## src/rtl/branch_resolve.sv

```systemverilog
// RV32I conditional-branch resolution unit: compares operands, computes the target,
// flags mispredictions, and holds one result in a valid/ready output register.

module cmp_32u (
  input  logic [31:0] a,
  input  logic [31:0] b,
  output logic        equal,
  output logic        alarger,
  output logic        blarger
);
  assign equal   = (a == b);
  assign alarger = (a > b);
  assign blarger = (b > a);
endmodule

module cmp_32s (
  input  logic [31:0] a,
  input  logic [31:0] b,
  output logic        equal,
  output logic        alarger,
  output logic        blarger
);
  assign equal   = (a == b);
  assign alarger = ($signed(a) > $signed(b));
  assign blarger = ($signed(b) > $signed(a));
endmodule

module branch_resolve (
  input  logic        clk_i,
  input  logic        rst_i,
  input  logic        valid_i,
  output logic        ready_o,
  input  logic [2:0]  funct3_i,
  input  logic [31:0] rs1_i,
  input  logic [31:0] rs2_i,
  input  logic [31:0] pc_i,
  input  logic [31:0] imm_i,
  input  logic        pred_taken_i,
  input  logic        flush_i,
  output logic        valid_o,
  input  logic        ready_i,
  output logic        taken_o,
  output logic [31:0] target_o,
  output logic        redirect_o,
  output logic [31:0] redirect_pc_o,
  output logic        illegal_o,
  output logic        misalign_o,
  output logic [15:0] br_count_o,
  output logic [15:0] mispred_count_o
);

  typedef enum logic {EMPTY, FULL} state_t;

  state_t state_q, state_d;

  logic u_equal, u_blarger, u_alarger_unused;
  logic s_blarger, s_equal_unused, s_alarger_unused;

  cmp_32u u_cmp_u (
    .a       (rs1_i),
    .b       (rs2_i),
    .equal   (u_equal),
    .alarger (u_alarger_unused),
    .blarger (u_blarger)
  );

  cmp_32s u_cmp_s (
    .a       (rs1_i),
    .b       (rs2_i),
    .equal   (s_equal_unused),
    .alarger (s_alarger_unused),
    .blarger (s_blarger)
  );

  logic        cond;
  logic        illegal;
  logic        taken;
  logic        misalign;
  logic        redirect;
  logic [31:0] target;
  logic [31:0] seq_pc;
  logic [31:0] redirect_pc;
  logic        capture;
  logic        consume;

  // NOTE: every signal written in always_comb gets a default first, so no path
  // leaves it unassigned and no latch is inferred.
  always_comb begin
    cond    = 1'b0;
    illegal = 1'b0;
    case (funct3_i)
      3'b000:  cond = u_equal;
      3'b001:  cond = ~u_equal;
      3'b100:  cond = s_blarger;
      3'b101:  cond = ~s_blarger;
      3'b110:  cond = u_blarger;
      3'b111:  cond = ~u_blarger;
      default: illegal = 1'b1;
    endcase
  end

  assign target      = pc_i + imm_i;
  assign seq_pc      = pc_i + 32'd4;
  assign taken       = cond & ~illegal;
  assign misalign    = taken & (target[1:0] != 2'b00);
  assign redirect    = ~illegal & ~misalign & (taken != pred_taken_i);
  assign redirect_pc = redirect ? (taken ? target : seq_pc) : 32'd0;

  assign valid_o = (state_q == FULL);
  assign ready_o = ~valid_o | ready_i;
  assign capture = valid_i & ready_o & ~flush_i;
  assign consume = valid_o & ready_i & ~flush_i;

  always_comb begin
    state_d = state_q;
    case (state_q)
      EMPTY:   if (capture) state_d = FULL;
      FULL:    if (ready_i && !capture) state_d = EMPTY;
      default: state_d = EMPTY;
    endcase
    // A kill discards both the held result and anything presented alongside it.
    if (flush_i) state_d = EMPTY;
  end

  // NOTE: sequential state uses non-blocking assignments so every register
  // samples pre-edge values regardless of statement order.
  always_ff @(posedge clk_i) begin
    if (rst_i) state_q <= EMPTY;
    else       state_q <= state_d;
  end

  always_ff @(posedge clk_i) begin
    if (rst_i) begin
      taken_o       <= 1'b0;
      target_o      <= 32'd0;
      redirect_o    <= 1'b0;
      redirect_pc_o <= 32'd0;
      illegal_o     <= 1'b0;
      misalign_o    <= 1'b0;
    end else if (capture) begin
      taken_o       <= taken;
      target_o      <= target;
      redirect_o    <= redirect;
      redirect_pc_o <= redirect_pc;
      illegal_o     <= illegal;
      misalign_o    <= misalign;
    end
  end

  // Statistics count the result as it leaves, so they reflect the held fields.
  always_ff @(posedge clk_i) begin
    if (rst_i) begin
      br_count_o      <= 16'd0;
      mispred_count_o <= 16'd0;
    end else if (consume && !illegal_o) begin
      if (br_count_o != 16'hFFFF)
        br_count_o <= br_count_o + 16'd1;
      if ((redirect_o || misalign_o) && (mispred_count_o != 16'hFFFF))
        mispred_count_o <= mispred_count_o + 16'd1;
    end
  end

endmodule

```

## config.mk

```make
export PLATFORM = sky130hd
export DESIGN_NAME = branch_resolve
export DESIGN_NICKNAME = d
export VERILOG_FILES = /design/src/rtl/branch_resolve.sv
export SDC_FILE = /design/constraint.sdc
export NUM_CORES = 1
export LEC_CHECK = 0
export CORE_ASPECT_RATIO = 1.5
export CORE_UTILIZATION = 47
export CTS_CLUSTER_DIAMETER = 40
export DETAILED_ROUTE_END_ITERATION = 7
export GPL_ROUTABILITY_DRIVEN = 0
export PLACE_DENSITY = 0.82
export SETUP_SLACK_MARGIN = 0.1
export SYNTH_ARGS = -nofsm -noshare
export SYNTH_HDL_FRONTEND = slang
export SYNTH_SLANG_ARGS = --single-unit
export TNS_END_PERCENT = 100
```

## constraint.sdc

```tcl
create_clock -name clk_i -period 4.1 [get_ports clk_i]
set_clock_uncertainty 0.1 [all_clocks]
set_input_delay 1.025 -clock clk_i [delete_from_list [all_inputs] [get_ports clk_i]]
set_output_delay 1.025 -clock clk_i [all_outputs]
set_load 0.01 [all_outputs]
```

==> flow_metrics.tcl, run 1 <==
set metrics [dict create \
    clockRootBuffer "clkbuf_16" \
    synth-edff-count 0 \
    grt_overflow 0 \
    dr.pass1.iters 5 \
    hold_path.class "register to register" \
    final_cell_mix "clkdlybuf4s50_1 (206), dfxtp_1 (101), buf_4 (95), nor2_1 (83), nand2_1 (80)" \
    drt-initial-drc-count 395 \
    final_layout_size_suffix_gt1_share_pct 15.7 \
    die_area_um2 15800 \
    worst-r2r-cell-count 6 \
    place_area_um2 10300 \
    finalCriticalPeriod_ps 4020 \
    finalHoldViolCount 0 \
    core_um2 14700 \
    slew_viol_final 0 \
    syn_nets 1075 \
    start_util_pct 48.7 \
    irDropWorstVdd_uv 211 \
    cp.required_ps 4280 \
    tns_ps 0 \
    reg2reg_to "mispred_count_o[15]" \
    crit_type "input port to register" \
    wl_per_cell_um 19.2 \
    grt_usage_pct 29.9 \
    power_density_nw_per_um2 264 \
    ctsLongestPathBuffers 2 \
    row_count 54 \
    drt_wl_total_mm 26.7 \
    num_vias 8011 \
    synth-seq-cells 101 \
    n_antenna_cell 0 \
    cts.htree.levels 3 \
    hold_depth 2 \
    layout.cells.most_common "clkdlybuf4s50_1" \
    ys_async_sr_fraction_pct 0 \
    slew_headroom_pct 53.5 \
    final_nets 1396 \
    power.leakage_nw 4.84 \
    dpl.hpwl_mm 18.9 \
    worstPathCellList "clkdlybuf4s50_1, inv_1, ha_1, a21oi_1, o21ai_1, a221oi_2, buf_4, o21a_1, nand4_1, a41oi_4, a21oi_4, buf_6, buf_12, or3_4, o31ai_2" \
    path_delay_family "compound AO/OA/AOI/OAI gates" \
    portBuffers 238 \
    outcome "finished, final reports clean" \
    ys_top_cells_by_area "dfxtp_1 (28%), ha_1 (12%), xor2_1 (5.1%)" \
    cp.depth 15 \
    hold_start "target_o[0]" \
    synth_seq_area_share_pct 28.2 \
    path_clk_slew_ps 90 \
    cap_viol_max_count 0 \
    grt_pass1_wl_mm 37.0 \
    startpoint_type "input port" \
    worstSetupEndpointType "register" \
    final-setup-viol-count 0 \
    avgSynthCellArea_um2 8.23 \
    synthDistinctLibCells 78 \
    drc 0 \
    rrSetupSlack_ps 1580 \
    grt_max_degree 33 \
    cts_sinks 101 \
    hold-path-endpoint "target_o[0]" \
    cts_tree "built" \
    period_share_pct 98.1 \
    power.total_mw 2.95 \
    io_pins 239 \
    crit_path_max_incr_delay_ps 490 \
    yosysTopAreaCellShare_pct 28.2 \
    grt_pass1_vias 7857 \
    viasPerCell 5.75 \
    netlist.top_cell.by_area "dfxtp_1" \
    r2r-start "illegal_o" \
    worstMarginPinSlew_ps 690 \
    postRouteAntennaNets 0 \
    synthCells 871 \
    syn_to_final_growth_pct 55.7 \
    cp.arrival_ps 4200 \
    slowest_stage "clkdlybuf4s50_1" \
    worst-path-buf-inv 5 \
    synthesis.area_um2 7170 \
    ys_warn_count 0 \
    utilization_pct 75.8 \
    timing.hold.ws_ps 356 \
    antenna_found_initial 0 \
    final_design_area_no_fill_um2 11200 \
    rsz0062_at_grt "true" \
    cp_max_fo 8 \
    max_freq_mhz 249 \
    clock_latency_ps 350 \
    cts_buffers 9 \
    cts_hold_buffers 0 \
    fp.dieW_um 103 \
    die-height_um 153 \
    ys.flop_type "dfxtp_1" \
]
[per-stage QoR]
step                      worst slack [ps]  instances
after floorplan                        371        871
after global placement                -269       1359
after detailed placement              -330       1359
after CTS                              105       1377
after global routing                 -70.7       1393
final                                 78.3       1393
[sequential cells by signal, indices dropped and copies added, names as in the netlist]
register,count
br_count_o,16
mispred_count_o,16
taken_o,1
illegal_o,1
valid_o,1
target_o,32
misalign_o,1
redirect_pc_o,32
redirect_o,1
[worst register-to-register path, delay by kind of cell, from the launching register on]
family	cells	cell delay, ps
and+or+nand+nor	3	1310
DFF	1	360
AOI/OAI and AO/OA	3	700
[cell type report]
type | instances | area, um^2
Fill cell | 1055 | 3570
Timing Repair Buffer | 339 | 3270
Clock buffer | 9 | 225
Inverter | 44 | 165
Clock inverter | 7 | 86.3
Tap cell | 196 | 245
Sequential cell | 101 | 2020
Multi-Input combinational cell | 697 | 5140
[power breakdown]
group          switching, mW  internal (mW)
clock network          0.444          0.438
logic                  0.498          0.529
registers             0.0224           1.02
total                  0.965           1.98
[how the worst max path moves through the flow]
stage              start           endpoint  slack (ps)
3_5_place_dp   rs1_i[25]  redirect_pc_o[30]        -330
2_1_floorplan    pc_i[0]  redirect_pc_o[26]         370
4_1_cts        rs1_i[25]   redirect_pc_o[6]         110
5_1_grt        rs1_i[19]  redirect_pc_o[30]         -70
6_report       rs1_i[19]  redirect_pc_o[30]          80
3_3_place_gp     pc_i[0]  redirect_pc_o[26]        -270
[Yosys cell counts (all sizes together), types with 15 or more instances]
| master | instances |
|---|---|
| and2 | 15 |
| xnor2 | 34 |
| a22o | 20 |
| a21o | 22 |
| clkbuf | 21 |
| nand2 | 81 |
| xor2 | 42 |
| ha | 66 |
| mux2i | 17 |
| and3 | 23 |
| a21oi | 66 |
| o21ai | 35 |
| nand4 | 21 |
| nand3 | 31 |
| inv | 44 |
| dfxtp | 101 |
| nor2 | 84 |
[per-layer routing]
layer | routed length [um] | global-route usage [%] | up-vias
li1 | - | - | 3787
met1 | 9420 | 30.4 | 3752
met2 | 13900 | 56.3 | 358
met3 | 1710 | 5.03 | 114
met4 | 1710 | 16.0 | 0
met5 | 0 | 0 | -
[logic make-up after synthesis]
group / count (synthesis) / share of synthesized area [%]
compound gates: 216 / 21.2
xor+xnor: 76 / 9.29
fa+ha+maj: 67 / 11.8
buf+inv: 74 / 4.31
flops: 101 / 28.2
mux: 22 / 3.21
simple gates: 315 / 22.0
[repair_timing]
item | in CTS | in global routing
pin swaps | 2 | 35
buffers inserted | 1 | 15
endpoints found under the setup margin | 10 | 36
gates resized for setup | 2 | 87
gates cloned | 1 | 1
(Power assumes the default switching activity.)
==> run 2: changes to the inputs <==
--- a/config.mk
+++ b/config.mk
@@ -8,6 +8,7 @@
 export CORE_ASPECT_RATIO = 1.5
 export CORE_UTILIZATION = 47
 export CTS_CLUSTER_DIAMETER = 40
+export CTS_CLUSTER_SIZE = 24
 export DETAILED_ROUTE_END_ITERATION = 7
 export GPL_ROUTABILITY_DRIVEN = 0
 export PLACE_DENSITY = 0.82
==> results of run 2 <==
Same layout as run 1: the final DEF is identical, and so are final timing and power.
